--- src/rtl/push_sw_sequencer.sv ---
// push_sw_sequencer: front end for the push-switch pattern detector.
// Synchronises and debounces the two raw switches, turns each accepted press
// into a symbol (LEFT=0, RIGHT=1), queues symbols in a small FWFT FIFO for the
// detector's valid/ready port, and stretches the detector's match pulse for an LED.
module push_sw_sequencer #(
    parameter int DEBOUNCE_CYCLES = 4,
    parameter int FIFO_DEPTH      = 4,
    parameter int LED_HOLD        = 8
) (
    input  logic clk,
    input  logic rstb,
    input  logic PUSH_SW_LEFT,
    input  logic PUSH_SW_RIGHT,
    output logic sym_valid,
    output logic sym_bit,
    input  logic sym_ready,
    input  logic det_match,
    output logic LED,
    output logic overflow
);
    localparam int PW = (FIFO_DEPTH > 1) ? $clog2(FIFO_DEPTH) : 1;
    localparam int CW = PW + 1;
    localparam logic [7:0]    DB_LAST = 8'(DEBOUNCE_CYCLES);
    localparam logic [CW-1:0] DEPTH_C = CW'(FIFO_DEPTH);
    localparam logic [15:0]   HOLD_C  = 16'(LED_HOLD);

    typedef enum logic [1:0] {
        RELEASED,
        PRESS_WAIT,
        PRESSED,
        RELEASE_WAIT
    } db_state_t;

    // Index 0 is the left switch, index 1 the right switch.
    logic [1:0] sw_raw;
    logic [1:0] sw_s1;
    logic [1:0] sw_s2;
    logic [1:0] armed;
    logic [1:0] press_ev;
    logic [1:0] warm;
    logic       sync_ok;
    db_state_t  db_state [2];
    logic [7:0] db_cnt   [2];
    logic [7:0] cnt_inc  [2];

    logic [FIFO_DEPTH-1:0] mem;
    logic [PW-1:0]         wr_ptr;
    logic [PW-1:0]         wr_ptr_nx;
    logic [PW-1:0]         rd_ptr;
    logic [CW-1:0]         count;
    logic [CW-1:0]         free;
    logic                  rr_ptr;
    logic                  pop;
    logic                  both;
    logic                  sym_a;
    logic                  sym_b;
    logic [1:0]            req_n;
    logic [1:0]            wr_n;
    logic                  drop;

    logic [15:0] hold;
    logic [15:0] hold_nx;

    assign sw_raw  = {PUSH_SW_RIGHT, PUSH_SW_LEFT};
    // s2 only carries a real switch sample once both sync flops have been
    // loaded after reset; before that its zero is just the reset value.
    assign sync_ok = warm[1];

    // Press events fire on the edge where the press counter reaches its target.
    always_comb begin
        for (int i = 0; i < 2; i++) begin
            cnt_inc[i]  = db_cnt[i] + 8'd1;
            press_ev[i] = (db_state[i] == PRESS_WAIT) && sw_s2[i] && (cnt_inc[i] == DB_LAST);
        end
    end

    // Two-flop synchronisers, post-reset arming and one debounce FSM per switch.
    // A switch held through reset stays disarmed until it is seen released, so
    // reset release never produces a symbol on its own.
    always_ff @(posedge clk or negedge rstb) begin
        if (!rstb) begin
            sw_s1 <= '0;
            sw_s2 <= '0;
            armed <= '0;
            warm  <= '0;
            for (int i = 0; i < 2; i++) begin
                db_state[i] <= RELEASED;
                db_cnt[i]   <= '0;
            end
        end else begin
            sw_s1 <= sw_raw;
            sw_s2 <= sw_s1;
            if (!warm[1]) warm <= warm + 2'd1;
            for (int i = 0; i < 2; i++) begin
                if (sync_ok && !sw_s2[i]) armed[i] <= 1'b1;
                case (db_state[i])
                    RELEASED: begin
                        if (armed[i] && sw_s2[i]) begin
                            db_state[i] <= PRESS_WAIT;
                            db_cnt[i]   <= 8'd1;
                        end
                    end
                    PRESS_WAIT: begin
                        if (!sw_s2[i]) begin
                            db_state[i] <= RELEASED;
                            db_cnt[i]   <= '0;
                        end else if (cnt_inc[i] == DB_LAST) begin
                            db_state[i] <= PRESSED;
                            db_cnt[i]   <= '0;
                        end else begin
                            db_cnt[i] <= cnt_inc[i];
                        end
                    end
                    PRESSED: begin
                        if (!sw_s2[i]) begin
                            db_state[i] <= RELEASE_WAIT;
                            db_cnt[i]   <= 8'd1;
                        end
                    end
                    RELEASE_WAIT: begin
                        if (sw_s2[i]) begin
                            db_state[i] <= PRESSED;
                            db_cnt[i]   <= '0;
                        end else if (cnt_inc[i] == DB_LAST) begin
                            db_state[i] <= RELEASED;
                            db_cnt[i]   <= '0;
                        end else begin
                            db_cnt[i] <= cnt_inc[i];
                        end
                    end
                    default: begin
                        db_state[i] <= RELEASED;
                        db_cnt[i]   <= '0;
                    end
                endcase
            end
        end
    end

    // Arbitration and write sizing: a same-edge pop frees a slot for the writes,
    // and when only one slot is free the first-ordered symbol wins.
    always_comb begin
        pop       = sym_valid && sym_ready;
        both      = press_ev[0] && press_ev[1];
        sym_a     = both ? rr_ptr : press_ev[1];
        sym_b     = ~rr_ptr;
        req_n     = {1'b0, press_ev[0]} + {1'b0, press_ev[1]};
        free      = DEPTH_C - count + CW'(pop);
        wr_ptr_nx = wr_ptr + 1'b1;
        wr_n      = 2'd0;
        if (req_n == 2'd2 && free >= CW'(2)) begin
            wr_n = 2'd2;
        end else if (req_n != 2'd0 && free != '0) begin
            wr_n = 2'd1;
        end
        drop = (req_n > wr_n);
    end

    // Symbol FIFO, round-robin pointer and sticky overflow flag.
    always_ff @(posedge clk or negedge rstb) begin
        if (!rstb) begin
            mem      <= '0;
            wr_ptr   <= '0;
            rd_ptr   <= '0;
            count    <= '0;
            rr_ptr   <= 1'b0;
            overflow <= 1'b0;
        end else begin
            if (wr_n != 2'd0) mem[wr_ptr] <= sym_a;
            if (wr_n == 2'd2) mem[wr_ptr_nx] <= sym_b;
            wr_ptr <= wr_ptr + PW'(wr_n);
            if (pop) rd_ptr <= rd_ptr + 1'b1;
            count <= count + CW'(wr_n) - CW'(pop);
            if (both) rr_ptr <= ~rr_ptr;
            if (drop) overflow <= 1'b1;
        end
    end

    assign sym_valid = (count != '0);
    assign sym_bit   = sym_valid & mem[rd_ptr];

    // Next hold value: a match reloads the full on-time, otherwise count down.
    always_comb begin
        hold_nx = hold;
        if (det_match) begin
            hold_nx = HOLD_C;
        end else if (hold != 16'd0) begin
            hold_nx = hold - 16'd1;
        end
    end

    // LED stretcher: LED tracks a nonzero hold count, registered alongside it.
    always_ff @(posedge clk or negedge rstb) begin
        if (!rstb) begin
            hold <= '0;
            LED  <= 1'b0;
        end else begin
            hold <= hold_nx;
            LED  <= (hold_nx != 16'd0);
        end
    end

endmodule

--- config.mk ---
export PLATFORM = sky130hd
export DESIGN_NAME = push_sw_sequencer
export DESIGN_NICKNAME = d
export VERILOG_FILES = /design/src/rtl/push_sw_sequencer.sv
export SDC_FILE = /design/constraint.sdc
export NUM_CORES = 1
export LEC_CHECK = 0
export BUFFER_PORTS_ARGS = -buffer_cell sky130_fd_sc_hd__buf_2
export CAP_MARGIN = 25
export CORE_MARGIN = 4
export CORE_UTILIZATION = 56
export DETAILED_ROUTE_END_ITERATION = 6
export PLACE_DENSITY = 0.77
export SYNTH_ARGS = -nofsm -noshare
export SYNTH_HDL_FRONTEND = slang
export SYNTH_SLANG_ARGS = --single-unit
--- constraint.sdc ---
create_clock -name clk -period 3.8 [get_ports clk]
set_input_delay 0.57 -clock clk [delete_from_list [all_inputs] [get_ports clk]]
set_output_delay 0.57 -clock clk [all_outputs]
set_load 0.01 [all_outputs]
==> results.json <==
{
  "grt_pass1_vias": 2477,
  "die_h_um": 84.4,
  "placed_area_mm2": 0.00340,
  "ys.flop_type": "dfrtp_1",
  "power.leakage_nw": 1.58,
  "start_util_pct": 58.7,
  "fin_tns_setup_ns": 0,
  "dieArea_mm2": 0.00713,
  "htree_levels": 3,
  "tightest_slew_ns": 0.992,
  "endpoint_kind": "flop",
  "crit_fanout": 6,
  "vias_per_cell": 5.90,
  "ant_nets": 0,
  "clk_pin_slew_ns": 0.07,
  "finalWorstSetupSlack_ns": 0.390,
  "drc": 0,
  "grt_overflow": 0,
  "drv_slew": 0,
  "hp-class": "in2async",
  "grt_max_degree": 44,
  "worstSetupPathType": "reg2reg",
  "vdd_drop_max_mv": 0.565,
  "status": "finished clean",
  "cts_tree": "done",
  "ios": 10,
  "place_congestion": 0.899,
  "mostFrequentLayoutCells": "dfrtp_1 (58), nor2_1 (35), nand2_1 (25), o21ai_0 (22), inv_1 (20)",
  "synth_edf_count": 0,
  "final_layout_size_suffix_gt1_share_pct": 13.6,
  "antenna_found_initial": 0,
  "grt_pass1_wl_mm": 11.1,
  "drtPass1Iterations": 4,
  "dpl.hpwl_mm": 4.44,
  "fin_total_pwr_mw": 2.85,
  "area_growth_pct": 12.6,
  "synth_area_per_cell_um2": 9.64,
  "max-cap-violations": 0,
  "hold_violations": 0,
  "clkSinkCount": 58,
  "fin_skew_ns": 0.00716,
  "avgRoutedWirePerCell_um": 14.6,
  "io_buffers": 9,
  "final_util_pct": 66.1,
  "ys_ff_latch": 58,
  "yosysWarnings": 0,
  "final_common_cell": "dfrtp_1",
  "cts_made_buffers": 9,
  "drt_iter0_drc": 123,
  "vias": 2547,
  "worstPathRequired_ns": 4.03,
  "ys_seq_area_share_pct": 44.4,
  "synthArstFlopShare_pct": 100,
  "relSlewSlack_pct": 33.5,
  "syn_area_mm2": 0.00327,
  "crit_arrival_ns": 3.64,
  "cts_setup_buffers": 0,
  "cts-root-buf": "clkbuf_8",
  "min_period_ns": 3.41,
  "setup_viol": 0,
  "worst_skew_pair.late_latency_ns": 0.34,
  "worstSetupStartpointType": "flop",
  "clk_path_buf_depth": 2,
  "routed_wl_mm": 6.29,
  "die_w_um": 84.4,
  "cellPowerDensity_mw_per_mm2": 774,
  "rows": 27,
  "pre_cts_slack_ns": 0.276,
  "fin_crit_sh_pct": 89.7,
  "rsz0062_at_grt": "false",
  "synth_cells": 339,
  "stdcell_area_mm2": 0.00368,
  "num-nets-final": 377,
  "hold_buffers": 0,
  "coreArea_mm2": 0.00557,
  "synth.distinct_cells": 59,
  "antenna_cells": 0,
  "fmax_ghz": 0.293,
  "syn_nets": 361,
  "grt_use_total_pct": 19.3
}
stage by stage:
stage	std cells	hold WS, ns
2_1_floorplan	339	0.274
3_3_place_gp	415	0.334
3_5_place_dp	415	0.337
4_1_cts	431	0.317
5_1_grt	432	0.141
6_report	432	0.130
final cells by class:
type                            count  area [um^2]
Multi-Input combinational cell    251         1710
Inverter                           20         75.1
Tap cell                           72         90.1
Clock buffer                       12          155
Clock inverter                      4         97.6
Fill cell                         436         1890
Sequential cell                    58         1450
Timing Repair Buffer               15          103
power by group:
| part | switching [mW] | total [mW] | internal (mW) | leakage (nW) |
|---|---|---|---|---|
| registers | 0.207 | 0.989 | 0.781 | 0.734 |
| clock network | 0.250 | 0.722 | 0.472 | 0.123 |
| logic | 0.649 | 1.14 | 0.490 | 0.720 |
sequential cells by signal (all words and copies together) (netlist names), named ones only:
name and cells:
LED 1, armed 2, count 3, db_cnt 16, db_state 2, hold 16, mem 4, overflow 1
rd_ptr 2, rr_ptr 1, sw_s1 2, sw_s2 2, warm 2, wr_ptr 2
path summary, 6_finish.rpt:
check	to	cells past startpoint	slack, ns	start
min reg2reg	sw_s2[1]	0	0.35	sw_s1[1]
min in group clk	sw_s1[1]	1	0.34	PUSH_SW_RIGHT
max	count[2]	16	0.39	count[2]
max in group asynchronous	hold[6]	3	2.92	rstb
max reg2reg	count[2]	16	0.39	count[2]
min	mem[3]	1	0.13	rstb
synth_stat cells, types with 3 or more instances:
cell type	count	area share, %
nor3b_1	3	0.69
o21a_1	4	0.92
dfrtp_1	58	44
xor2_1	7	1.9
o31a_1	3	0.80
nand2_1	25	2.9
nor2b_1	7	1.3
xnor2_1	18	4.8
inv_1	20	2.3
nor3_2	3	0.92
nand4_1	3	0.57
or3_1	3	0.57
and2_1	3	0.57
o21ai_0	23	3.5
o41ai_1	3	0.80
a211oi_1	4	0.92
ha_1	15	5.7
nor3_1	6	0.92
a21o_1	3	0.69
nor4_1	6	1.1
o31ai_1	8	1.8
nor2_1	35	4.0
nor4_2	4	1.5
clkbuf_1	5	0.57
nand3_1	8	1.2
or4_1	3	0.69
a21oi_1	16	2.4
or2_2	3	0.57
nand2b_1	3	0.57
critical path, stage by stage, from the launching register on:
cell     delay, ns
dfrtp_1       0.41
or3_1         0.42
nand2_1       0.15
ha_1          0.16
inv_1         0.04
ha_1          0.18
xnor2_1       0.17
and3_1        0.33
nor3b_2       0.09
o21ai_1       0.21
ha_1          0.27
inv_1         0.05
ha_1          0.13
inv_1         0.05
fa_1          0.37
xor2_1        0.16
xnor2_1       0.12
timing repair:
action | CTS | global route
setup endpoints to repair | 0 | 1
hold endpoints to repair | 0 | 0
gates resized for setup | 0 | 3
routing by layer:
layer,track usage [%],vias to the layer above,part of all wire [%]
met5,0,-,0
met4,9.35,0,2.1
met3,4.02,13,4.4
met2,30.3,64,46
met1,25.4,1226,47
li1,-,1244,-
kinds of logic after synthesis:
group                    share of synthesized area, %
buffers and inverters                            3.64
flip-flops                                       44.4
XOR/XNOR                                         7.19
adder cells (fa/ha/maj)                          6.35
AND/OR/NAND/NOR                                  20.8
AO/OA/AOI/OAI                                    16.3
multiplexers                                     1.34
No activity file was read; power rests on OpenSTA's default activity.
